### config.mk
export PLATFORM = sky130hd
export DESIGN_NAME = serdes_tx_scheduler_flat
export DESIGN_NICKNAME = d
export VERILOG_FILES = /design/src/rtl/serdes_tx_scheduler_pkg.sv /design/src/rtl/serdes_tx_scheduler_if.sv /design/src/rtl/serdes_tx_scheduler_rr_arbiter.sv /design/src/rtl/serdes_tx_scheduler.sv /design/src/flat_wrapper.sv
export SDC_FILE = /design/constraint.sdc
export NUM_CORES = 1
export LEC_CHECK = 0
export CAP_MARGIN = 30
export CORE_MARGIN = 3
export CORE_UTILIZATION = 40
export CTS_CLUSTER_SIZE = 30
export DETAILED_ROUTE_END_ITERATION = 10
export PLACE_DENSITY = 0.71
export SYNTH_ARGS = -nofsm -noshare
export SYNTH_HDL_FRONTEND = slang
export SYNTH_SLANG_ARGS = --single-unit
### constraint.sdc
create_clock -name i_Clk -period 1.8 [get_ports i_Clk]
set_input_delay 0.36 -clock i_Clk [delete_from_list [all_inputs] [get_ports i_Clk]]
set_output_delay 0.36 -clock i_Clk [all_outputs]
set_load 0.01 [all_outputs]
### src/rtl/serdes_tx_scheduler_pkg.sv
// Shared types and K-code constants for the serdes transmit scheduler.
// SOF/EOF framing states exist only when SERDES_TX_SOF_EOF_EN is defined.
package serdes_pkg;

    localparam logic [7:0] K28_5 = 8'hBC;
    localparam logic [7:0] K27_7 = 8'hFB;
    localparam logic [7:0] K29_7 = 8'hFD;

`ifdef SERDES_TX_SOF_EOF_EN
    typedef enum logic [2:0] {
        StOff   = 3'd0,
        StTrain = 3'd1,
        StIdle  = 3'd2,
        StSof   = 3'd3,
        StBurst = 3'd4,
        StEof   = 3'd5
    } tx_sched_state_t;
`else
    typedef enum logic [2:0] {
        StOff   = 3'd0,
        StTrain = 3'd1,
        StIdle  = 3'd2,
        StBurst = 3'd4
    } tx_sched_state_t;
`endif

    typedef struct packed {
        logic [7:0] data;
        logic       k;
    } sym_t;

endpackage

### src/rtl/serdes_tx_scheduler_if.sv
// Requester handshake and encoder symbol bus of the transmit scheduler.
// master = requesters/encoder side, slave = scheduler.
interface serdes_tx_scheduler_if #(
    parameter int unsigned NUM_REQ    = 2,
    parameter int unsigned DATA_WIDTH = 8
);
    logic [NUM_REQ-1:0]            i_Req_Valid;
    logic [NUM_REQ*DATA_WIDTH-1:0] i_Req_Data;
    logic [NUM_REQ-1:0]            i_Req_Last;
    logic [NUM_REQ-1:0]            o_Req_Ready;
    logic [DATA_WIDTH-1:0]         o_Sym_Data;
    logic                          o_Sym_K;
    logic                          o_Sym_Valid;

    modport master (
        output i_Req_Valid, i_Req_Data, i_Req_Last,
        input  o_Req_Ready, o_Sym_Data, o_Sym_K, o_Sym_Valid
    );

    modport slave (
        input  i_Req_Valid, i_Req_Data, i_Req_Last,
        output o_Req_Ready, o_Sym_Data, o_Sym_K, o_Sym_Valid
    );
endinterface

### src/rtl/serdes_tx_scheduler_rr_arbiter.sv
// Round-robin arbiter: first set request searching upward from ptr+1 (mod NUM_REQ).
module rr_arbiter #(
    parameter int unsigned NUM_REQ = 2,
    localparam int unsigned IdxW   = (NUM_REQ > 1) ? $clog2(NUM_REQ) : 1
) (
    input  logic [NUM_REQ-1:0] req,
    input  logic [IdxW-1:0]    ptr,
    output logic [NUM_REQ-1:0] grant,
    output logic [IdxW-1:0]    grant_idx,
    output logic               any_req
);

    int unsigned     cand;
    logic [IdxW-1:0] cand_idx;
    logic            found;

    always_comb begin
        grant     = '0;
        grant_idx = '0;
        found     = 1'b0;
        cand      = 0;
        cand_idx  = '0;
        for (int unsigned i = 1; i <= NUM_REQ; i++) begin
            cand     = (32'(ptr) + i) % NUM_REQ;
            cand_idx = IdxW'(cand);
            if (!found && req[cand_idx]) begin
                found           = 1'b1;
                grant[cand_idx] = 1'b1;
                grant_idx       = cand_idx;
            end
        end
    end

    assign any_req = |req;

endmodule

### src/rtl/serdes_tx_scheduler.sv
// Symbol scheduler ahead of the 8b/10b encoder: comma training, round-robin bursts, idle fill.
// Optional SOF/EOF framing (K27.7 / K29.7) enabled by defining SERDES_TX_SOF_EOF_EN.
module serdes_tx_scheduler
    import serdes_pkg::*;
#(
    parameter int unsigned DATA_WIDTH = 8,
    parameter int unsigned NUM_REQ    = 2,
    parameter int unsigned TRAIN_LEN  = 16,
    parameter int unsigned MAX_BURST  = 4
) (
    input  logic                  i_Clk,
    input  logic                  i_rst,
    input  logic                  i_En,
    serdes_tx_scheduler_if.slave  bus,
    output logic                  o_Link_Up,
    output logic [2:0]            o_State
);

    localparam int unsigned IdxW   = (NUM_REQ > 1) ? $clog2(NUM_REQ) : 1;
    localparam int unsigned TrainW = $clog2(TRAIN_LEN + 1);
    localparam int unsigned BeatW  = $clog2(MAX_BURST + 1);
    localparam sym_t        SymIdle = '{data: K28_5, k: 1'b1};

    tx_sched_state_t state_q, state_d;
    logic [IdxW-1:0]   grant_q, grant_d;
    logic [IdxW-1:0]   ptr_q, ptr_d;
    logic [BeatW-1:0]  beat_q, beat_d;
    logic [TrainW-1:0] train_q, train_d;
    sym_t              sym_q, sym_d;
    logic              sym_valid_q, sym_valid_d;
    logic              link_up_q, link_up_d;

    logic [NUM_REQ-1:0]    arb_grant;
    logic [IdxW-1:0]       arb_idx;
    logic                  arb_any;
    logic                  beat_valid;
    logic                  beat_last;
    logic                  beat_done;
    logic [DATA_WIDTH-1:0] beat_data;

    rr_arbiter #(
        .NUM_REQ (NUM_REQ)
    ) u_arb (
        .req       (bus.i_Req_Valid),
        .ptr       (ptr_q),
        .grant     (arb_grant),
        .grant_idx (arb_idx),
        .any_req   (arb_any)
    );

    assign beat_valid = bus.i_Req_Valid[grant_q];
    assign beat_last  = bus.i_Req_Last[grant_q];
    assign beat_data  = bus.i_Req_Data[32'(grant_q) * DATA_WIDTH +: DATA_WIDTH];
    assign beat_done  = (beat_q + BeatW'(1)) == BeatW'(MAX_BURST);

    always_ff @(posedge i_Clk) begin
        if (i_rst) begin
            state_q     <= StOff;
            grant_q     <= '0;
            ptr_q       <= IdxW'(NUM_REQ - 1);
            beat_q      <= '0;
            train_q     <= '0;
            sym_q       <= '0;
            sym_valid_q <= 1'b0;
            link_up_q   <= 1'b0;
        end else begin
            state_q     <= state_d;
            grant_q     <= grant_d;
            ptr_q       <= ptr_d;
            beat_q      <= beat_d;
            train_q     <= train_d;
            sym_q       <= sym_d;
            sym_valid_q <= sym_valid_d;
            link_up_q   <= link_up_d;
        end
    end

    always_comb begin
        state_d = state_q;
        grant_d = grant_q;
        ptr_d   = ptr_q;
        beat_d  = beat_q;
        train_d = train_q;
        case (state_q)
            StOff: begin
                train_d = '0;
                beat_d  = '0;
                if (i_En) state_d = StTrain;
            end
            StTrain: begin
                if (!i_En) begin
                    state_d = StOff;
                end else begin
                    if (train_q != TrainW'(TRAIN_LEN)) train_d = train_q + TrainW'(1);
                    if (train_q == TrainW'(TRAIN_LEN - 1)) state_d = StIdle;
                end
            end
            StIdle: begin
                if (!i_En) begin
                    state_d = StOff;
                end else if (arb_any) begin
                    grant_d = arb_idx;
                    ptr_d   = arb_idx;
                    beat_d  = '0;
`ifdef SERDES_TX_SOF_EOF_EN
                    state_d = StSof;
`else
                    state_d = StBurst;
`endif
                end
            end
`ifdef SERDES_TX_SOF_EOF_EN
            StSof: state_d = StBurst;
            StEof: state_d = i_En ? StIdle : StOff;
`endif
            StBurst: begin
                if (beat_valid) beat_d = beat_q + BeatW'(1);
                // Last beat, full burst and a stalled requester all end the grant.
                if (!beat_valid || beat_last || beat_done) begin
`ifdef SERDES_TX_SOF_EOF_EN
                    state_d = StEof;
`else
                    state_d = i_En ? StIdle : StOff;
`endif
                end
            end
            default: state_d = StOff;
        endcase
    end

    always_comb begin
        sym_d       = '0;
        sym_valid_d = 1'b1;
        link_up_d   = 1'b1;
        case (state_q)
            StOff: begin
                sym_valid_d = 1'b0;
                link_up_d   = 1'b0;
            end
            StTrain: begin
                sym_d     = SymIdle;
                link_up_d = 1'b0;
            end
            StIdle: sym_d = SymIdle;
`ifdef SERDES_TX_SOF_EOF_EN
            StSof: sym_d = '{data: K27_7, k: 1'b1};
            StEof: sym_d = '{data: K29_7, k: 1'b1};
`endif
            StBurst: begin
                if (beat_valid) sym_d = '{data: beat_data, k: 1'b0};
                else            sym_d = SymIdle;
            end
            default: begin
                sym_valid_d = 1'b0;
                link_up_d   = 1'b0;
            end
        endcase
    end

    // Ready comes from registered state only, so it never loops back through valid.
    assign bus.o_Req_Ready = (state_q == StBurst) ? (NUM_REQ'(1) << grant_q) : '0;
    assign bus.o_Sym_Data  = sym_q.data;
    assign bus.o_Sym_K     = sym_q.k;
    assign bus.o_Sym_Valid = sym_valid_q;
    assign o_Link_Up       = link_up_q;
    assign o_State         = state_q;

endmodule

### src/flat_wrapper.sv
// flat-port wrapper written by rule: the top's interface ports become plain ports
module serdes_tx_scheduler_flat import serdes_pkg::*;
#(
    parameter int unsigned DATA_WIDTH = 8,
    parameter int unsigned NUM_REQ    = 2,
    parameter int unsigned TRAIN_LEN  = 16,
    parameter int unsigned MAX_BURST  = 4
)
  (i_Clk, i_rst, i_En, o_Link_Up, o_State, bus_i_Req_Valid, bus_i_Req_Data, bus_i_Req_Last, bus_o_Req_Ready, bus_o_Sym_Data, bus_o_Sym_K, bus_o_Sym_Valid);
  serdes_tx_scheduler_if #(.NUM_REQ(NUM_REQ), .DATA_WIDTH(DATA_WIDTH)) bus_i ();
  input  logic i_Clk;
  input  logic i_rst;
  input  logic i_En;
  output logic o_Link_Up;
  output logic [2:0] o_State;
  input wire logic [$bits(bus_i.i_Req_Valid)-1:0] bus_i_Req_Valid;
  input wire logic [$bits(bus_i.i_Req_Data)-1:0] bus_i_Req_Data;
  input wire logic [$bits(bus_i.i_Req_Last)-1:0] bus_i_Req_Last;
  output wire logic [$bits(bus_i.o_Req_Ready)-1:0] bus_o_Req_Ready;
  output wire logic [$bits(bus_i.o_Sym_Data)-1:0] bus_o_Sym_Data;
  output wire logic [$bits(bus_i.o_Sym_K)-1:0] bus_o_Sym_K;
  output wire logic [$bits(bus_i.o_Sym_Valid)-1:0] bus_o_Sym_Valid;
  assign bus_i.i_Req_Valid = bus_i_Req_Valid;
  assign bus_i.i_Req_Data = bus_i_Req_Data;
  assign bus_i.i_Req_Last = bus_i_Req_Last;
  assign bus_o_Req_Ready = bus_i.o_Req_Ready;
  assign bus_o_Sym_Data = bus_i.o_Sym_Data;
  assign bus_o_Sym_K = bus_i.o_Sym_K;
  assign bus_o_Sym_Valid = bus_i.o_Sym_Valid;
  serdes_tx_scheduler #(.DATA_WIDTH(DATA_WIDTH), .NUM_REQ(NUM_REQ), .TRAIN_LEN(TRAIN_LEN), .MAX_BURST(MAX_BURST)) u_core (.i_Clk(i_Clk), .i_rst(i_rst), .i_En(i_En), .bus(bus_i), .o_Link_Up(o_Link_Up), .o_State(o_State));
endmodule
==> After elaboration in Yosys (flattened, before gate mapping) <==
Cells that the tools add are included.
{ "totals": {"reg_bits": 24, "input_bits": 23, "output_inout_bits": 16, "elab_cells": 80} }
{ "classes": {"n_addsub": 4, "magnitude_cmp": 3, "eq_ne": 15, "shift": 2, "muxes": 31, "n_reduce_logical": 16} }
{ "op_table": {"columns": ["operator", "count"], "rows": [
  ["two-way mux 3 bit", 9],
  ["case mux 9 bit (2 select lines)", 1],
  ["indexed part select 16 x 5 -> 8 bit", 1],
  ["two-way mux 1 bit", 13],
  ["case mux 3 bit (4 select lines)", 1],
  ["two-way mux 5 bit", 2],
  ["case mux 5 bit (2 select lines)", 1],
  ["two-way mux 9 bit", 1],
  ["case mux 3 bit (3 select lines)", 1],
  ["!= test 2 x 1 -> 1 bit, second input constant", 4],
  ["AND reduction 4 bit", 2],
  ["== test 3 bit, second input constant", 2],
  ["less-than comparator 1 x 2 -> 1 bit, second input constant", 3],
  ["!= test 2 bit, second input constant", 3],
  ["!= test 3 x 2 -> 1 bit, second input constant", 2],
  ["AND reduction 3 bit", 2],
  ["OR reduction 2 bit", 3],
  ["adder 5 x 1 -> 5 bit, second input constant", 1],
  ["== test 5 x 4 -> 1 bit, second input constant", 1],
  ["!= test 5 bit, second input constant", 1],
  ["two-way mux 2 bit", 2],
  ["adder 3 x 1 -> 3 bit, second input constant", 1],
  ["== test 3 x 1 -> 1 bit, second input constant", 1],
  ["== test 3 x 2 -> 1 bit, second input constant", 1],
  ["other kinds (9)", 12]
]} }

==> Depth between registers and ports, before layout <==
Gate-level depths: netlist (run 1).
{ "logic_depth": {"depth_word": 7, "ltp_mapped": 7, "depth_no_buf": 7} }

==> Cells and area by module <==
From an unflattened synthesis (run 1), not the netlist that was laid out.
{ "unflattened": {"cells_unflattened": 147, "area_unflattened_um2": 1285.0} }
{ "modules_own_cells": {"columns": ["mod", "instances", "cells_per_inst", "area_each_um2", "seq_area_each_um2"], "rows": [
  ["serdes_tx_scheduler", 1, 142, 1252.5, 480.5],
  ["rr_arbiter", 1, 5, 32.5, 0.0]
]} }

==> Least setup slack after synthesis (run 1) <==
No wires, ideal clock.
{ "synth_timing": {"path_kind": "reg-to-reg", "start": "register u_core.train_q[0]", "end": "register u_core.state_q[0], in the netlist u_core.o_State[0]", "setup_ns": 0.123, "arrival_time_ns": 1.530, "required_time_ns": 1.677, "path_slack_ns": 0.146, "stages_incl_launch_ff": 8, "path_buffers": 0, "synth_period_minus_slack_ns": 1.654, "path_cell_list": "dfxtp_1 ha_1 and3_1 ha_1 nand3b_1 a21oi_1 a211oi_1 mux2_1"} }
{ "synth_via": {"elab_chain_cells": 3} }
{ "synth_rtl": {"columns": ["item", "line", "source"], "rows": [
  ["start: declaration", "serdes_tx_scheduler.sv:28", "logic [TrainW-1:0] train_q, train_d;"],
  ["start signal: assignment", "serdes_tx_scheduler.sv:71", "train_q <= train_d;"],
  ["== test 5 x 4 -> 1 bit", "serdes_tx_scheduler.sv:95", "if (train_q == TrainW'(TRAIN_LEN - 1)) state_d = StIdle;"],
  ["!= test 3 x 2 -> 1 bit (no source line)", null, null],
  ["AND reduction 4 bit (no source line)", null, null],
  ["end signal: assignment", "serdes_tx_scheduler.sv:58", "state_q <= StOff;"],
  ["end signal: assignment", "serdes_tx_scheduler.sv:67", "state_q <= state_d;"],
  ["end: declaration", "serdes_tx_scheduler.sv:24", "tx_sched_state_t state_q, state_d;"]
]} }
No other way between the ends.
A chain may end at the register's enable or synchronous reset.

==> Worst setup path after layout (run 1) <==
{ "layout_timing": {"start": "register u_core.state_q[0], in the netlist u_core.o_State[0]", "end": "output o_State[0]"} }
{ "layout_rtl": {"columns": ["item", "line", "source"], "rows": [
  ["end: declaration", "flat_wrapper.sv:15", "output logic [2:0] o_State;"]
]} }
No word-level cell between the ends.

==> run_results.csv, run 1 <==
group,metric,value,unit
status,status,"complete, no violations",
grt,grt_use_met2,0.310,
detailed_routing,drt-pass1-iter-count,6,
timing,maxSlewHeadroom,0.669,
power_and_ir_drop,ir_worst_vdd,0.282,mV
cts,cts_tree,"done",
grt,grt_pass1_vias,1306,
layout,final_util,0.625,
grt,grtUsageTotal,0.181,
power_and_ir_drop,power_density,646,nW/um^2
yosys,yosys.area.top_type,"dfxtp_1",
cts,worstSkewPairLatency,0.32,ns
critical_path,cpLargestDelayFamily,"buffers and inverters",
cts,clock_path_buffers,2,
critical_path,path_cells,"buf_6 -> clkdlybuf4s50_1",
critical_path,cp-start-kind,"register",
yosys,yosysWarnings,0,
critical_path,crit_slowest_cell,"clkdlybuf4s50_1",
critical_path,crit_fanout,15,
yosys,syn_inst,154,
yosys,synth_cell_type_count,50,
placement,place_inst,248,
cts,cts_max_level,1,
detailed_routing,post_drt_wl_per_cell,14.3,um
layout,stdcell_count,253,
layout,syn2layout_area_growth,46.3,%
layout,nNetsFinal,238,
worst_hold_path,holdPathEnd,"u_core.ptr_q$_SDFFE_PP1P_",
yosys,synthTopCellsByArea,"dfxtp_1, a21oi_1, ha_1",
placement,io_buffers,38,
timing,layout_setup_ws,0.0456,ns
power_and_ir_drop,finalPower,1.26,mW
grt,antenna_found_initial,0,
power_and_ir_drop,p_leak,0.766,nW
yosys,syn_area_per_cell,8.68,um^2
critical_path,worst-path-buf-inv,2,
cts,clockRootBuffer,"clkbuf_4",
flow_run,max_cap_viol_count,0,
grt,grt_max_degree,16,
cts,clock-sinks,24,
critical_path,worstRegToRegCells,7,
placement,hpwl,2790,um
die,die_area,4070,um^2
layout,fillers,259,
die,rows,20,
critical_path,worstSetupPathType,"register to output port",
yosys,ys_ff_latch,24,
timing,fmax,570,MHz
die,core,3130,um^2
die,dieHeight,63.8,um
critical_path,cp-startpoint,"u_core.o_State[0]$_SDFFE_PP0P_",
yosys,async_reset_ff_frac,0,
critical_path,crit_arrival,1.39,ns
placement,globalplace.congestion,0.844,
timing,hold_viol_final,0,
critical_path,crit_required,1.44,ns
timing,min_period,1.75,ns
timing,finalMaxSlewViolations,0,
cts,cts-buffers-inserted,3,
placement,placed_area,1880,um^2
placement,dpl_worst_slack,-0.143,ns
yosys,seq_area_frac_synth,0.360,
grt,use_met1,0.230,
detailed_routing,viasPerCell,5.30,
detailed_routing,ant_nets,0,
die,start_util,0.427,
grt,gr-usage-met3,0.0228,
yosys,yosysTopAreaCellShare,0.360,
critical_path,path_depth,2,
detailed_routing,drt_iter0_markers,86,
yosys,synth_most_common_cell,"dfxtp_1",
layout,layout-drive-gt1-share,0.239,
detailed_routing,drc,0,
cts,cts.clk_slew.worst_paths,0.13,ns
critical_path,critPathCaptureType,"output port",
yosys,syn_area,1340,um^2
die,die_x,63.8,um
yosys,synthesis.nets,182,
timing,hold-worst-slack,0.511,ns
die,io_pins,39,
worst_hold_path,hp-class,"register to register",
yosys,synth-main-ff-cell,"dfxtp_1",
timing,finalSetupViolCount,0,
critical_path,max_stage_delay,0.54,ns
layout,design_area,1960,um^2
yosys,yosys-top-cells-count,"dfxtp_1, a21oi_1, nand2_1, nor3_1, clkbuf_1",
detailed_routing,num_vias,1342,
critical_path,r2r-start,"u_core.train_q[0]$_SDFFE_PP0P_",
detailed_routing,wirelength,3610,um
grt,grt_pass1_wl,5960,um
timing,rsz0062_at_grt,"true",
timing,tightest_slew,0.495,ns
grt,overflow,0,
layout,antennaDiodeCount,0,
critical_path,regToRegSetupSlack,0.05,ns
timing,fin_crit_sh,0.975,
timing,finalSetupTns,0,ns
grt,busiest_layer,"met2",
cts,cts_hold_buf,0,
timing,finClkSkew,0.0103,ns
yosys,synth_edf_count,0,
worst_hold_path,hold_path_depth,1,
worst_hold_path,worstHoldStart,"u_core.ptr_q$_SDFFE_PP1P_",
critical_path,r2r_end,"u_core.o_State[0]$_SDFFE_PP0P_",
final cells by class:
class	count	area (um^2)	area share
clock buffer	3	22.5	0.0115
inverter	5	18.8	0.00960
tap	44	55.1	0.0282
clock inverter	1	30.0	0.0154
timing repair buffer	64	568	0.290
sequential	24	487	0.249
multi-input combinational	112	774	0.396
routing by layer:
metal,vias to the layer above,part of all wire
met2,44,0.52
li1,666,-
met3,8,0.041
met1,624,0.43
met4,0,0.017
met5,-,0
cells by family (layout without fill, tap and decap cells):
kind of cell | count (synthesis) | in the layout | synth area share
AOI/OAI and AO/OA | 43 | 43 | 0.214
xor gates and xnor gates | 2 | 2 | 0.0131
adders and majority gates | 5 | 5 | 0.0468
buffers and inverters | 18 | 73 | 0.0702
DFF | 24 | 24 | 0.360
muxes | 5 | 5 | 0.0421
and+or+nand+nor | 57 | 57 | 0.254
sequential cells by signal, indices dropped and copies added, names as in the netlist:
name / count
u_core.ptr_q: 1
u_core.bus.o_Sym_Data: 8
u_core.o_Link_Up: 1
u_core.beat_q: 3
u_core.o_State: 3
u_core.bus.o_Sym_K: 1
u_core.bus.o_Sym_Valid: 1
u_core.grant_q: 1
u_core.train_q: 5
report_power, final:
part           internal [mW]  total (mW)  switching, mW
clock network          0.225       0.395          0.170
logic                  0.170       0.298          0.128
registers              0.558       0.569         0.0112
total                  0.954        1.26          0.309
timing repair:
action | CTS | global route
pin swaps | 0 | 1
setup buffers | 0 | 1
setup endpoints to repair | 4 | 6
gates resized for setup | 9 | 8
worst max-delay path by stage:
stage	slack, ns	to
floorplan	0.15	u_core.o_State[0]$_SDFFE_PP0P_
global placement	-0.1	u_core.beat_q[1]$_SDFFE_PP0P_
detailed placement	-0.14	u_core.beat_q[1]$_SDFFE_PP0P_
CTS	0.0007	bus_o_Req_Ready[1]
global route	-0.06	u_core.o_State[0]$_SDFFE_PP0P_
finish	0.05	o_State[0]
cell usage in the layout, fill, tap and decap left out, types with 2 or more instances in the layout:
master            n
a21o_1            2
a21oi_1          18
a31oi_1           2
a32oi_1           3
buf_4            25
clkbuf_4          3
clkdlybuf4s50_1  35
dfxtp_1          19
dfxtp_2           5
ha_1              5
inv_1             5
mux2_2            4
nand2_1          12
nand2b_1          3
nand3_1           2
nand4bb_1         2
nor2_1            5
nor2b_1           4
nor3_1            8
nor4_1            2
o21ai_0           4
o21bai_1          2
o31ai_1           2
or2_2             2
or3_1             5
No activity file was read; power rests on OpenSTA's default activity.
==> inputs of run 2 (changes only) <==
--- a/config.mk
+++ b/config.mk
@@ -10,7 +10,9 @@
 export CORE_UTILIZATION = 40
 export CTS_CLUSTER_SIZE = 30
 export DETAILED_ROUTE_END_ITERATION = 10
-export PLACE_DENSITY = 0.71
+export PLACE_DENSITY = 0.72
+export RECOVER_POWER = 50
 export SYNTH_ARGS = -nofsm -noshare
 export SYNTH_HDL_FRONTEND = slang
+export SYNTH_HIERARCHICAL = 1
 export SYNTH_SLANG_ARGS = --single-unit
==> run_results.csv, run 2 <==
group,metric,value,unit
status,status,"complete, but fails checks",
status,violations,"setup timing",
placement,globalplace.congestion,0.818,
cts,cts_tree,"done",
timing,layout_setup_ws,-0.0508,ns
critical_path,cp-start-kind,"register",
yosys,syn_inst,144,
grt,grt_max_degree,18,
die,start_util,0.440,
cts,clockRootBuffer,"clkbuf_4",
critical_path,crit_fanout,4,
detailed_routing,met1_length,1420,um
layout,layout-drive-gt1-share,0.251,
critical_path,r2r_end,"u_core/o_State[0]$_SDFFE_PP0P_",
detailed_routing,viasPerCell,5.17,
power_and_ir_drop,power_density,803,nW/um^2
yosys,syn_area_per_cell,8.79,um^2
layout,final_util,0.675,
detailed_routing,wirelength,3570,um
detailed_routing,num_vias,1267,
cts,cts_hold_buf,0,
die,core,2880,um^2
grt,grtUsageTotal,0.190,
placement,hpwl,2710,um
detailed_routing,post_drt_wl_per_cell,14.6,um
placement,dpl_worst_slack,-0.210,ns
critical_path,r2r-start,"u_core/train_q[1]$_SDFFE_PP0P_",
cts,cts-buffers-inserted,3,
layout,most-common-layout-cells,"clkdlybuf4s50_1, buf_4, dfxtp_1",
layout,largest_reg_flops,8,
yosys,synthesis.nets,172,
die,dieHeight,62.3,um
power_and_ir_drop,ir_worst_vdd,0.424,mV
timing,finalMaxSlewViolations,0,
placement,io_buffers,38,
timing,hold-worst-slack,0.486,ns
die,io_pins,39,
critical_path,crit_arrival,2.07,ns
worst_hold_path,hp-class,"register to register",
cts,cts_max_level,1,
timing,fin_crit_sh,1.03,
cts,worstSkewPairLatency,0.32,ns
timing,finClkSkew,0.00225,ns
flow_run,max_cap_viol_count,0,
detailed_routing,drt_iter0_markers,40,
detailed_routing,dr.max_layer_used,"met4",
timing,hold_viol_final,0,
worst_hold_path,hold_path_depth,2,
die,rows,19,
layout,syn2layout_area_growth,53.3,%
yosys,yosysWarnings,6,
critical_path,crit_required,2.02,ns
timing,min_period,1.85,ns
detailed_routing,dr_wl_met3,198,um
timing,fmax,540,MHz
worst_hold_path,holdPathEnd,"u_core/ptr_q$_SDFFE_PP1P_",
critical_path,worstSetupPathType,"register to register",
yosys,syn_area,1270,um^2
layout,fillers,228,
grt,grt_pass1_wl,5910,um
grt,overflow,0,
detailed_routing,drc,0,
die,die_area,3880,um^2
detailed_routing,ant_nets,0,
power_and_ir_drop,finalPower,1.56,mW
cts,clock_path_buffers,2,
worst_hold_path,worstHoldStart,"u_core/ptr_q$_SDFFE_PP1P_",
critical_path,worstRegToRegCells,7,
cts,cts.clk_slew.worst_paths,0.13,ns
layout,final_common_cell,"clkdlybuf4s50_1",
timing,maxSlewHeadroom,0.730,
critical_path,regToRegSetupSlack,-0.05,ns
cts,clock-sinks,24,
grt,grt_pass1_vias,1291,
timing,tightest_slew,0.402,ns
timing,finalSetupViolCount,3,
die,die_x,62.3,um
layout,regArea,487,um^2
layout,antennaDiodeCount,0,
layout,multiInputGateArea,777,um^2
grt,antenna_found_initial,0,
layout,nNetsFinal,232,
power_and_ir_drop,p_leak,0.770,nW
detailed_routing,routed-wl-met2,1900,um
detailed_routing,drt-pass1-iter-count,4,
timing,rsz0062_at_grt,"true",
critical_path,critPathCaptureType,"register",
[run 2: area by class of cell]
cell class                      count  share of cell area
Sequential cell                    24               0.251
Inverter                            6              0.0116
Clock buffer                        4              0.0187
Tap cell                           42              0.0271
Timing Repair Buffer               63               0.291
Multi-Input combinational cell    106               0.400
[run 2: worst max path at each step]
stage / slack (ns) / to / cells past startpoint / from
floorplan: -0.04 / u_core/o_State[0]$_SDFFE_PP0P_ / 7 / u_core/train_q[0]$_SDFFE_PP0P_
global placement: -0.13 / u_core/beat_q[0]$_SDFFE_PP0P_ / 6 / bus_i_Req_Valid[1]
detailed placement: -0.21 / u_core/beat_q[0]$_SDFFE_PP0P_ / 6 / bus_i_Req_Valid[1]
CTS: -0.04 / u_core/o_State[0]$_SDFFE_PP0P_ / 7 / u_core/train_q[1]$_SDFFE_PP0P_
global route: -0.10 / u_core/o_State[2]$_SDFFE_PP0P_ / 7 / u_core/train_q[1]$_SDFFE_PP0P_
finish: -0.05 / u_core/o_State[0]$_SDFFE_PP0P_ / 7 / u_core/train_q[1]$_SDFFE_PP0P_
[run 2: power by group]
part	total, mW	leakage, nW	internal (mW)	switching [mW]
Clock	0.285	0.0210	0.124	0.161
Sequential	0.635	0.197	0.605	0.0308
Combinational	0.637	0.552	0.342	0.295
[run 2: per-layer routing]
metal  vias to the layer above  track usage
met5                         -            0
met4                         0       0.0744
met3                         6       0.0613
met2                        41        0.348
met1                       584        0.201
li1                        636            -
[run 2: stage by stage]
step | cell area (um^2) | cells | setup TNS [ns]
global route | 1940 | 245 | -0.257
detailed placement | 1840 | 239 | -0.977
floorplan | 1280 | 144 | -0.0435
global placement | 1840 | 239 | -0.584
CTS | 1930 | 244 | -0.0614
finish | 1940 | 245 | -0.103
[run 2: critical path, stage by stage, from the launching register on]
cell and delay (ns):
dfxtp_2 0.36, ha_4 0.16, and3_4 0.16, ha_4 0.14, or4bb_1 0.52, a31oi_4 0.23, nor2_2 0.07, mux2i_1 0.12
[run 2: repair_timing]
| action | CTS | global route |
|---|---|---|
| cloned | 0 | 0 |
| setup endpoints to repair | 7 | 6 |
| pin swaps | 5 | 0 |
| resized for setup | 17 | 5 |
| buffers inserted | 1 | 1 |
